## src/rtl/frame_buffer_reader.sv

```systemverilog
// Double-buffered frame reader: maps display timing onto a 2x-scaled image in BRAM,
// aligns timing with the 2-cycle BRAM read, and swaps buffers once per completed frame.
module frame_buffer_reader #(
  parameter int IMG_W       = 320,
  parameter int IMG_H       = 240,
  parameter int H_START     = 320,
  parameter int V_START     = 120,
  parameter int FRAME_WORDS = 76800,
  parameter int V_SWAP      = 720
) (
  input  logic        clk_in,
  input  logic        rst_in,
  input  logic [10:0] hcount_in,
  input  logic [9:0]  vcount_in,
  input  logic        active_in,
  input  logic        frame_done_in,
  input  logic [6:0]  bram_data_in,
  output logic [17:0] bram_addr_out,
  output logic        buf_sel_out,
  output logic        swap_ack_out,
  output logic [10:0] hcount_out,
  output logic [9:0]  vcount_out,
  output logic [6:0]  pixel_out,
  output logic        data_valid_out
);

  localparam logic [11:0] H_LO     = 12'(H_START);
  localparam logic [11:0] H_HI     = 12'(H_START + 2 * IMG_W);
  localparam logic [10:0] V_LO     = 11'(V_START);
  localparam logic [10:0] V_HI     = 11'(V_START + 2 * IMG_H);
  localparam logic [10:0] H_OFS    = 11'(H_START);
  localparam logic [9:0]  V_OFS    = 10'(V_START);
  localparam logic [9:0]  V_SWAP_L = 10'(V_SWAP);
  localparam logic [17:0] IMG_W_L  = 18'(IMG_W);
  localparam logic [17:0] FW_L     = 18'(FRAME_WORDS);

  typedef enum logic [0:0] {
    SCAN    = 1'b0,
    PENDING = 1'b1
  } swap_state_t;

  swap_state_t state_r, state_next_s;
  logic        swap_s;
  logic        buf_sel_r;
  logic        swap_ack_r;
  logic        in_region_s;
  logic        swap_point_s;
  logic [10:0] h_off_s;
  logic [9:0]  v_off_s;
  logic [9:0]  x_s;
  logic [8:0]  y_s;
  logic [17:0] base_s;
  logic [17:0] pix_off_s;
  logic [17:0] addr_r;
  logic [10:0] h_d_r   [0:2];
  logic [9:0]  v_d_r   [0:2];
  logic [2:0]  act_d_r;
  logic [2:0]  reg_d_r;

  // Region test and 2x-downscaled image coordinates
  always_comb begin
    in_region_s = active_in
                  && ({1'b0, hcount_in} >= H_LO) && ({1'b0, hcount_in} < H_HI)
                  && ({1'b0, vcount_in} >= V_LO) && ({1'b0, vcount_in} < V_HI);
    h_off_s      = hcount_in - H_OFS;
    v_off_s      = vcount_in - V_OFS;
    x_s          = 10'(h_off_s >> 1'b1);
    y_s          = 9'(v_off_s >> 1'b1);
    base_s       = buf_sel_r ? FW_L : 18'd0;
    pix_off_s    = (18'(y_s) * IMG_W_L) + 18'(x_s);
    swap_point_s = (vcount_in == V_SWAP_L) && (hcount_in == 11'd0);
  end

  // Swap FSM next state; extra frame_done pulses while pending fall through
  always_comb begin
    state_next_s = state_r;
    swap_s       = 1'b0;
    case (state_r)
      SCAN: begin
        if (frame_done_in) begin
          state_next_s = PENDING;
        end else begin
          state_next_s = SCAN;
        end
      end
      PENDING: begin
        if (swap_point_s) begin
          state_next_s = SCAN;
          swap_s       = 1'b1;
        end else begin
          state_next_s = PENDING;
        end
      end
      default: begin
        state_next_s = SCAN;
      end
    endcase
  end

  // Swap FSM state, buffer select and acknowledge pulse
  always_ff @(posedge clk_in) begin
    if (!rst_in) begin
      state_r    <= SCAN;
      buf_sel_r  <= 1'b0;
      swap_ack_r <= 1'b0;
    end else begin
      state_r    <= state_next_s;
      buf_sel_r  <= buf_sel_r ^ swap_s;
      swap_ack_r <= swap_s;
    end
  end

  // Address register; the buffer base is captured with the address so a swap never splits a pixel
  always_ff @(posedge clk_in) begin
    if (!rst_in) begin
      addr_r <= 18'd0;
    end else if (in_region_s) begin
      addr_r <= base_s + pix_off_s;
    end else begin
      addr_r <= base_s;
    end
  end

  // Three-stage delay lines matching address register plus BRAM latency
  always_ff @(posedge clk_in) begin
    if (!rst_in) begin
      for (int i = 0; i < 3; i++) begin
        h_d_r[i] <= 11'd0;
        v_d_r[i] <= 10'd0;
      end
      act_d_r <= 3'd0;
      reg_d_r <= 3'd0;
    end else begin
      h_d_r[0] <= hcount_in;
      v_d_r[0] <= vcount_in;
      for (int i = 1; i < 3; i++) begin
        h_d_r[i] <= h_d_r[i-1];
        v_d_r[i] <= v_d_r[i-1];
      end
      act_d_r <= {act_d_r[1:0], active_in};
      reg_d_r <= {reg_d_r[1:0], in_region_s};
    end
  end

  // BRAM data arrives already registered, so gating it here keeps the 3-cycle latency
  always_comb begin
    if (reg_d_r[2]) begin
      pixel_out = bram_data_in;
    end else begin
      pixel_out = 7'd0;
    end
  end

  assign bram_addr_out  = addr_r;
  assign buf_sel_out    = buf_sel_r;
  assign swap_ack_out   = swap_ack_r;
  assign hcount_out     = h_d_r[2];
  assign vcount_out     = v_d_r[2];
  assign data_valid_out = act_d_r[2];

endmodule

```

## config.mk

```make
export PLATFORM = sky130hd
export DESIGN_NAME = frame_buffer_reader
export DESIGN_NICKNAME = d
export VERILOG_FILES = /design/src/rtl/frame_buffer_reader.sv
export SDC_FILE = /design/constraint.sdc
export NUM_CORES = 1
export LEC_CHECK = 0
export ABC_CLOCK_PERIOD_IN_PS = 3300
export CORE_MARGIN = 5
export CORE_UTILIZATION = 56
export CTS_BUF_LIST = sky130_fd_sc_hd__clkbuf_16
export CTS_CLUSTER_SIZE = 25
export DETAILED_ROUTE_END_ITERATION = 8
export DONT_BUFFER_PORTS = 1
export PLACE_DENSITY = 0.71
export SYNTH_ARGS = -nofsm -noshare
export SYNTH_HDL_FRONTEND = slang
export SYNTH_SLANG_ARGS = --single-unit
```

## constraint.sdc

```tcl
create_clock -name clk_in -period 3.3 [get_ports clk_in]
set_clock_uncertainty 0.2 [all_clocks]
set_input_delay 0.165 -clock clk_in [delete_from_list [all_inputs] [get_ports clk_in]]
set_output_delay 0.165 -clock clk_in [all_outputs]
set_load 0.02 [all_outputs]
```

After elaboration in Yosys (flattened, before gate mapping)
Memory sizes are Yosys's and may differ from the RTL's.
Cells that the tools add are included.
{"block": "totals", "latch_bits": 0, "word_cells": 48, "ram_bits": 63, "out_inout_bits": 49, "inputBits": 32, "reg_bits": 27, "rom_bits": 0, "mem_count": 2}
{"name": "h_d_r", "depth": 3, "word_bits": 11, "read_ports": 3, "rd_ports_with_merged_regs": 0, "wr": 3, "line": "55", "text": "logic [10:0] h_d_r [0:2];"}
{"name": "v_d_r", "depth": 3, "word_bits": 10, "read_ports": 3, "rd_ports_with_merged_regs": 0, "wr": 3, "line": "56", "text": "logic [9:0] v_d_r [0:2];"}
{"block": "op_classes", "muxes": 16, "n_eq_ne": 1, "bitwise_logic": 8, "multipliers": 1, "order_cmp": 4, "shift": 0, "n_div": 0, "add_sub_neg": 4, "reduce_logical": 6}
{"operator": "$mux W11", "n": 3}
{"operator": "$mux W10", "n": 3}
{"operator": "$add A17 B18 Y18", "n": 1}
{"operator": "$add A18 B10 Y18", "n": 1}
{"operator": "$mux W18", "n": 1}
{"operator": "$mux W17", "n": 1}
{"operator": "$mul A9 B3 Y12 const B", "n": 1}
{"operator": "$ge A11 B9 Y1 const B", "n": 1}
{"operator": "$logic_not A11 Y1", "n": 1}
{"operator": "$lt A11 B10 Y1 const B", "n": 1}
{"operator": "$sub A11 B9 Y11 const B", "n": 1}
{"operator": "$eq A10 B10 Y1 const B", "n": 1}
{"operator": "$ge A10 B7 Y1 const B", "n": 1}
{"operator": "$lt A10 B10 Y1 const B", "n": 1}
{"operator": "$sub A10 B7 Y10 const B", "n": 1}
{"operator": "$mux W7", "n": 1}
{"operator": "$mux W1", "n": 6}
{"operator": "$or A1 B1 Y1", "n": 6}
{"operator": "$logic_and A1 B1 Y1", "n": 5}
{"operator": "$pmux W1 S2", "n": 1}
{"operator": "$not A1 Y1", "n": 1}
{"operator": "$xor A1 B1 Y1", "n": 1}

Logic depth before layout (Yosys ltp)
Gate-level depths: netlist (run 1).
{"block": "logic_depth", "ltp_word": 6, "ltp_mapped": 15}

Worst setup path before layout (run 1)
No wires, ideal clock.
{"block": "synth_path", "kind": "input -> register", "startpoint": "in vcount_in[7]", "endpoint": "reg addr_r[17] (netlist: bram_addr_out[17])", "n_path_buf": 1, "slack_ns": -0.013, "cell_stages": 14, "arrival_time_ns": 2.986, "t_required_ns": 2.973, "cell_sequence": "clkbuf_1 > nand2b_1 > xnor2_1 > ha_1 > ha_1 > or2_2 > and2_1 > a21o_1 > a21oi_1 > xnor2_1 > ha_1 > nand3_1 > nor3b_1 > or3_1"}
{"block": "synth_between", "elab_chain_cells": 5}
{"element": "start: declaration", "line": "14", "text": "input logic [9:0] vcount_in,"}
{"element": "$sub A10 B7 Y10", "line": "66", "text": "v_off_s = vcount_in - V_OFS;"}
{"element": "$mul A9 B3 Y12", "line": "70", "text": "pix_off_s = (18'(y_s) * IMG_W_L) + 18'(x_s);"}
{"element": "$add A18 B10 Y18", "line": "70"}
{"element": "$add A17 B18 Y18", "line": "118", "text": "addr_r <= base_s + pix_off_s;"}
{"element": "$mux W18 (*)", "line": "117", "text": "end else if (in_region_s) begin"}
{"element": "end signal: assignment", "line": "118"}
{"element": "end signal: assignment", "line": "120", "text": "addr_r <= base_s;"}
{"element": "end: declaration", "line": "54", "text": "logic [17:0] addr_r;"}
Every way passes the cells marked *; elsewhere a longest branch is shown, timed or not.
A chain may end at the register's enable or synchronous reset.

Worst setup path after layout (run 1)
{"block": "layout_path", "startpoint": "in vcount_in[3]", "endpoint": "reg addr_r[17] (netlist: bram_addr_out[17])"}
Same word-level chain as after synthesis.

==> results of run 1 <==
==> sequential cells by signal (all words and copies together), names as in the netlist <==
signal         count
v_d_r             30
reg_d_r            3
swap_ack_out       1
state_r            1
act_d_r            3
h_d_r             33
bram_addr_out     18
buf_sel_out        1
==> area by class of cell <==
type                       count  area [um^2]  area share (%)
clock buffer                   9          225            5.21
clock inverter                 6         42.5           0.983
inverter                       7         26.3           0.607
multi-input combinational    236         1740            40.2
sequential                    90         1800            41.6
tap                           80          100            2.31
timing repair buffer          41          390            9.02
==> kinds of logic (layout without fill, tap and decap cells) <==
logic type                 after synthesis  after routing  share of synthesized area, %
AOI/OAI and AO/OA                       46             46                          9.12
DFF                                     90             90                          47.7
and+or+nand+nor                        143            143                          22.8
xor gates and xnor gates                19             19                          4.41
buffers and inverters                   40             63                          6.30
adders and majority gates               28             28                          9.68
==> cell usage after synthesis (2+ instances only) <==
master and n:
dfxtp_1 90, o21ai_0 10, a211oi_1 3, or3b_2 2
clkbuf_1 10, nand4_1 3, nand2_1 6, nor4_1 2
nand2b_1 2, a211oi_2 2, ha_1 26, o211ai_1 3
xor2_1 8, nor3b_1 2, a21o_1 4, nor3_1 7
xnor2_1 11, nand4b_1 2, or3_1 4, a211o_1 3
a21oi_1 7, a31oi_1 2, nand4bb_1 2, o21a_1 3
inv_1 7, buf_4 21, and2_1 85, fa_1 2
nand3_1 6, nor2_1 13
==> power groups by stage <==
| stage | Clock [W] | Combinational, W | Sequential (W) |
|---|---|---|---|
| after floorplan | 0 | 0.000357 | 0.00116 |
| after global placement | 0 | 0.000424 | 0.00118 |
| after detailed placement | 0 | 0.000431 | 0.00118 |
| after CTS | 0.000939 | 0.000475 | 0.00115 |
| after global routing | 0.000989 | 0.000535 | 0.00116 |
| final | 0.000920 | 0.000477 | 0.00115 |
==> what timing repair did <==
action | in CTS | in global routing
resized for setup | 0 | 1
hold buffers | 29 | 0
endpoints found under the setup margin | 0 | 3
hold endpoints to repair | 83 | 0
==> path summary, 6_finish.rpt <==
kind | slack, ns | startpoint | to
hold / removal | 0.05 | hcount_in[10] | bram_addr_out[16]$_SDFF_PN0_
hold reg to reg | 0.23 | h_d_r[0][12]$_SDFF_PN0_ | h_d_r[0][23]$_SDFF_PN0_
setup reg to reg | 0.99 | buf_sel_out$_SDFF_PN0_ | bram_addr_out[17]$_SDFF_PN0_
setup / recovery | 0.13 | vcount_in[3] | bram_addr_out[17]$_SDFF_PN0_
==> layout by cell type (no fill, tap or decap), drive strengths merged, types with 4 or more instances in the layout <==
cell         count
nor2            13
buf             13
xnor2           11
dlygate4sd3     28
nand2            6
dfxtp           90
nand3            6
a21oi            7
a21o             4
nor3             7
ha              26
xor2             8
o211ai           4
a211oi           5
clkbuf           9
and2            86
o21ai           10
inv             10
or3              4
==> metal layers <==
metal / vias up / part of all wire (%) / GRT usage, %
met5: - / 0 / 0
met4: 0 / 4.6 / 11.9
met3: 27 / 4.6 / 4.68
met2: 87 / 50 / 31.9
met1: 1148 / 41 / 19.3
li1: 1253 / - / -
==> worst max-delay path: cells and delay by family <==
family / cells / cell delay, ns
AND/OR/NAND/NOR: 3 / 0.56
buffers and inverters: 2 / 0.64
adder cells (fa/ha/maj): 4 / 1.01
AO/OA/AOI/OAI: 2 / 0.62
XOR/XNOR: 1 / 0.18
==> metrics by stage <==
| stage | setup TNS, ns | std cells | hold slack [ns] | power [W] | setup slack, ns |
|---|---|---|---|---|---|
| 2_1_floorplan | 0 | 366 | 0.0374 | 0.00152 | 0.00532 |
| 3_3_place_gp | 0 | 425 | 0.0392 | 0.00160 | 0.0202 |
| 6_report | 0 | 469 | 0.0488 | 0.00255 | 0.132 |
| 5_1_grt | -0.0488 | 469 | 0.0606 | 0.00268 | -0.0337 |
| 4_1_cts | 0 | 469 | 0.0187 | 0.00257 | 0.0800 |
| 3_5_place_dp | -0.0902 | 425 | 0.0400 | 0.00161 | -0.0641 |
==> impl_metrics.json, run 1 <==
{
  "worst_hold_path.num_cells": 3,
  "reg2reg_depth": 6,
  "finalWorstPathRequiredPeriod_ns": 3.17,
  "cpPeakStageDelay_ns": 0.55,
  "global_route_usage_sum_pct": 18.2,
  "synth.ff_latch_count": 90,
  "timing_hold_violations_final": 0,
  "globalplace.congestion": 0.817,
  "maxSlewHeadroom_pct": 61.1,
  "pwr-share-seq_pct": 45.2,
  "core_area_mm2": 0.00668,
  "start_kind": "input pin",
  "placement_rows": 30,
  "timing.setup.critical_path_class": "in -> reg",
  "worst_ep_required_ns": 3.32,
  "placed_cell_area_mm2": 0.00375,
  "grt_pass1_vias": 2550,
  "tritoncts": "built",
  "routed_wire_length_per_instance_um": 15.8,
  "timing.critical_path.arrival_ns": 3.19,
  "max_slew.worst_pin.slew_ns": 0.578,
  "detail_route.drc_violations": 0,
  "portBuffers": 0,
  "io-pin-count": 81,
  "n_antenna_cell": 0,
  "clkSinkCount": 90,
  "critical_path.cell_chain": "dlygate4sd3_1, inv_1, ha_1, ha_1, fa_1, xor2_1, ha_1, a2111oi_0, nor3_1, a31oi_1, nor3_1, or3_1",
  "setup_viol": 0,
  "slowest_stage": "dlygate4sd3_1",
  "rsz0062_at_grt": "yes",
  "ctsLongestPathBuffers": 2,
  "synth_top_flop_cell": "dfxtp_1",
  "grt_overflow_total": 0,
  "die_height_um": 92.1,
  "detail-route-antenna-nets": 0,
  "crit_path_frequent_cell": "ha_1",
  "drt-vias-per-instance": 5.36,
  "top_cells_by_area_in_the_synthesized_netlist": "dfxtp_1, and2_1, ha_1, buf_4, xnor2_1",
  "syn-mean-instance-area_um2": 10.3,
  "antenna_found_initial": 0,
  "cts_root_buffer": "clkbuf_16",
  "yosys_warnings": 0,
  "max-vdd-ir-drop_mv": 0.325,
  "synth-seq-area-share_pct": 47.7,
  "comb_power_share_pct": 18.7,
  "filler_cell_count": 544,
  "ctsHtreeMaxLevel": 3,
  "worstPathMaxFanout": 5,
  "max_cap_violations": 0,
  "vias": 2515,
  "initial_utilization_pct": 56.5,
  "largest_net_degree_at_the_start_of_global_routing": 71,
  "syn-instance-count": 366,
  "min-delay-path-class": "in -> reg",
  "cts_made_buffers": 9,
  "postCtsSetupRepairBufs": 0,
  "drt_first_iter_violations": 106,
  "clkTransAtPathRegs_ns": 0.07,
  "die_area_mm2": 0.00848,
  "finalInstanceArea_mm2": 0.00433,
  "post_route_cells_drive_above_1_share_pct": 9.51,
  "total_switching_power_w": 0.000677,
  "synth.cell_area_mm2": 0.00377,
  "setup.worst_path.end_class": "register",
  "period_share_pct": 96.0,
  "wl_mm": 7.41,
  "power.internal_w": 0.00187,
  "detailed_place_hpwl_mm": 4.88,
  "synth_cell_type_count": 48,
  "finish.utilization_pct": 64.8,
  "yosys.area.top_type": "dfxtp_1",
  "synth_edf_count": 0,
  "area_delta_synth_final_pct": 14.6,
  "maxSlewViolCount": 0,
  "yosysTopAreaCellShare_pct": 47.7,
  "layout.nets": 445,
  "die-width_um": 92.1,
  "drt_pre_antenna_iters": 4,
  "power_density_mw_per_mm2": 589,
  "p_leak_nw": 1.86,
  "grt_pass1_wl_mm": 12.1,
  "share_clk_of_total_power_pct": 36.1,
  "clock_latency_late_sink_ns": 0.33,
  "outcome": "completed",
  "ys_async_sr_fraction_pct": 0,
  "synth_nets": 426,
  "switching_portion_of_total_power_pct": 26.6,
  "fmax_mhz": 316
}
Power figures use the tool's default switching activity.
==> run 2, diff against run 1 <==
Settings changed: BUFFER_PORTS_ARGS from default to -buffer_cell sky130_fd_sc_hd__buf_2, CORE_UTILIZATION 56 to 49, DONT_BUFFER_PORTS 1 to default, PLACE_DENSITY 0.71 to 0.73.
==> run 2 against run 1 <==
  * Design area up 13%
  * Worst hold slack lost 0.035 ns
  * Final cell count increased by 25%
  * Critical path depth unchanged
  * Wire length up 5.8%
  * Setup slack got worse by 0.0064 ns
  * First-iteration DRC count grew 3.8%
  * Count of clock-buffer cells in the layout is the same
==> impl_metrics.json, run 2 (synthesized netlist as in run 1, its figures left out) <==
{
  "io-pin-count": 81,
  "busiest_layer": "met2",
  "tritoncts": "built",
  "maxSlewHeadroom_pct": 66.2,
  "timing_hold_violations_final": 0,
  "period_share_pct": 96.2,
  "finalWorstPathRequiredPeriod_ns": 3.17,
  "placement_rows": 32,
  "critical-path-top-delay-family": "adder cells",
  "top_register": "h_d_r",
  "met1_usage_pct": 19.2,
  "power_density_mw_per_mm2": 561,
  "grt_overflow_total": 0,
  "die_height_um": 97.8,
  "fmax_mhz": 315,
  "area_delta_synth_final_pct": 29.7,
  "layout_common_cells": "dfxtp_1, and2_1, buf_2",
  "worstPathMaxFanout": 4,
  "grt_pass1_wl_mm": 13.3,
  "drt-vias-per-instance": 4.74,
  "fin_setup_tns_ns": 0,
  "initial_utilization_pct": 49.6,
  "max_slew.worst_pin.slew_ns": 0.502,
  "clock_latency_late_sink_ns": 0.33,
  "critical_path.cell_chain": "dlygate4sd3_1, buf_2, ha_1, ha_1, fa_1, xor2_1, ha_1, a2111oi_2, nor3_2, a31oi_1, nor3_1, or3_1",
  "max-vdd-ir-drop_mv": 0.282,
  "rsz0062_at_grt": "no",
  "drt_first_iter_violations": 110,
  "critPathBufInv": 2,
  "crit_path_frequent_cell": "ha_1",
  "routed_wire_length_per_instance_um": 13.4,
  "globalplace.congestion": 0.874,
  "grt_pass1_vias": 2890,
  "clkSinkCount": 90,
  "largest_net_degree_at_the_start_of_global_routing": 73,
  "outcome": "completed",
  "p_leak_nw": 2.34,
  "layout.nets": 538,
  "cpPeakStageDelay_ns": 0.54,
  "timing.setup.critical_path_class": "in -> reg",
  "max_cap_violations": 0,
  "cts_made_buffers": 9,
  "worst_ep_required_ns": 3.31,
  "ctsLongestPathBuffers": 2,
  "core_area_mm2": 0.00761,
  "timing.critical_path.arrival_ns": 3.19,
  "global_route_usage_sum_pct": 17.1,
  "maxSlewViolCount": 0,
  "filler_cell_count": 630,
  "setup_viol": 0,
  "worst_hold_path.num_cells": 3,
  "detail-route-antenna-nets": 0,
  "wl_mm": 7.84,
  "ctsHtreeMaxLevel": 3,
  "vias": 2771,
  "detailed_place_hpwl_mm": 5.44,
  "worst_r2r_startpoint": "buf_sel_out$_SDFF_PN0_",
  "detailedPlace.worstSlack_ns": -0.180,
  "slowest_stage": "dlygate4sd3_1",
  "worst_hold_path.endpoint": "v_d_r[0][2]$_SDFF_PN0_",
  "placed_cell_area_mm2": 0.00434,
  "post_route_cells_drive_above_1_share_pct": 29.6,
  "antenna_found_initial": 0,
  "mostFrequentLayoutCell": "dfxtp_1",
  "final.setup.worst_slack_ns": 0.126,
  "grt_use_met2_pct": 30.3,
  "finalInstanceArea_mm2": 0.00490,
  "largest_register_ff_count": 33,
  "cts_root_buffer": "clkbuf_16",
  "detail_route.drc_violations": 0,
  "min-delay-path-class": "in -> reg",
  "portBuffers": 80,
  "clkTransAtPathRegs_ns": 0.07,
  "holdCritStartpoint": "vcount_in[2]",
  "die-width_um": 97.8,
  "grt_use_met3_pct": 4.21,
  "setup.worst_path.end_class": "register",
  "multi_input_combinational_cell_area_mm2": 0.00178,
  "n_antenna_cell": 0,
  "start_kind": "input pin",
  "finish.utilization_pct": 64.4,
  "ff2ff_setup_slack_ns": 1.15,
  "worst_r2r_endpoint": "bram_addr_out[17]$_SDFF_PN0_",
  "drt_pre_antenna_iters": 4,
  "reg2reg_depth": 6,
  "die_area_mm2": 0.00956,
  "seqCellArea_mm2": 0.00180
}
-- run 2: cell types whose count changed in the layout (fill, tap and decap cells not counted), sizes merged --
cell / delta
bufinv: +1
inv: +1
clkinvlp: -1
dlygate4sd3: -7
buf: +100
-- run 2: worst max-delay path by stage --
stage / startpoint / end / slack, ns / depth (start not counted)
after floorplan: vcount_in[3] / bram_addr_out[17]$_SDFF_PN0_ / 0.005 / 13
after global placement: vcount_in[3] / bram_addr_out[17]$_SDFF_PN0_ / -0.12 / 14
after detailed placement: vcount_in[3] / bram_addr_out[17]$_SDFF_PN0_ / -0.18 / 14
after CTS: vcount_in[1] / bram_addr_out[17]$_SDFF_PN0_ / 0.04 / 12
after global routing: hcount_in[6] / bram_addr_out[17]$_SDFF_PN0_ / 0.005 / 14
final: vcount_in[1] / bram_addr_out[17]$_SDFF_PN0_ / 0.13 / 12
-- run 2: what timing repair did --
item / in CTS / in global routing
buffers inserted: 0 / 0
setup endpoints to repair: 0 / 3
resized for setup: 0 / 8
hold buffers: 21 / 0
hold endpoints to repair: 27 / 0
-- run 2: routing by layer --
layer | wire [um] | vias up
met5 | 0 | -
met4 | 204 | 0
met3 | 403 | 17
met2 | 3920 | 66
met1 | 3310 | 1248
li1 | - | 1440
-- run 2: report_power, final --
group          internal, W  switching [W]
Clock             0.000595       0.000425
Sequential         0.00113     0.00000825
Combinational     0.000300       0.000292
Total              0.00202       0.000725
-- run 2: final cells by class --
type	count	area share [%]
clock buffer	9	4.60
clock inverter	7	1.56
inverter	7	0.537
multi-input combinational	236	36.4
sequential	90	36.8
tap	102	2.61
timing repair buffer	134	17.5
-- run 2: metrics by stage --
step	power, W	std cells	hold slack [ns]
detailed placement	0.00171	548	0.197
finish	0.00275	585	0.0136
CTS	0.00275	585	0.0155
floorplan	0.00152	366	0.0374
global placement	0.00171	548	0.198
global route	0.00289	585	0.0359
-- run 2: worst min-delay path, cell delays in order --
cell and delay, ns:
buf_2 0.09, buf_4 0.14, and2_1 0.12
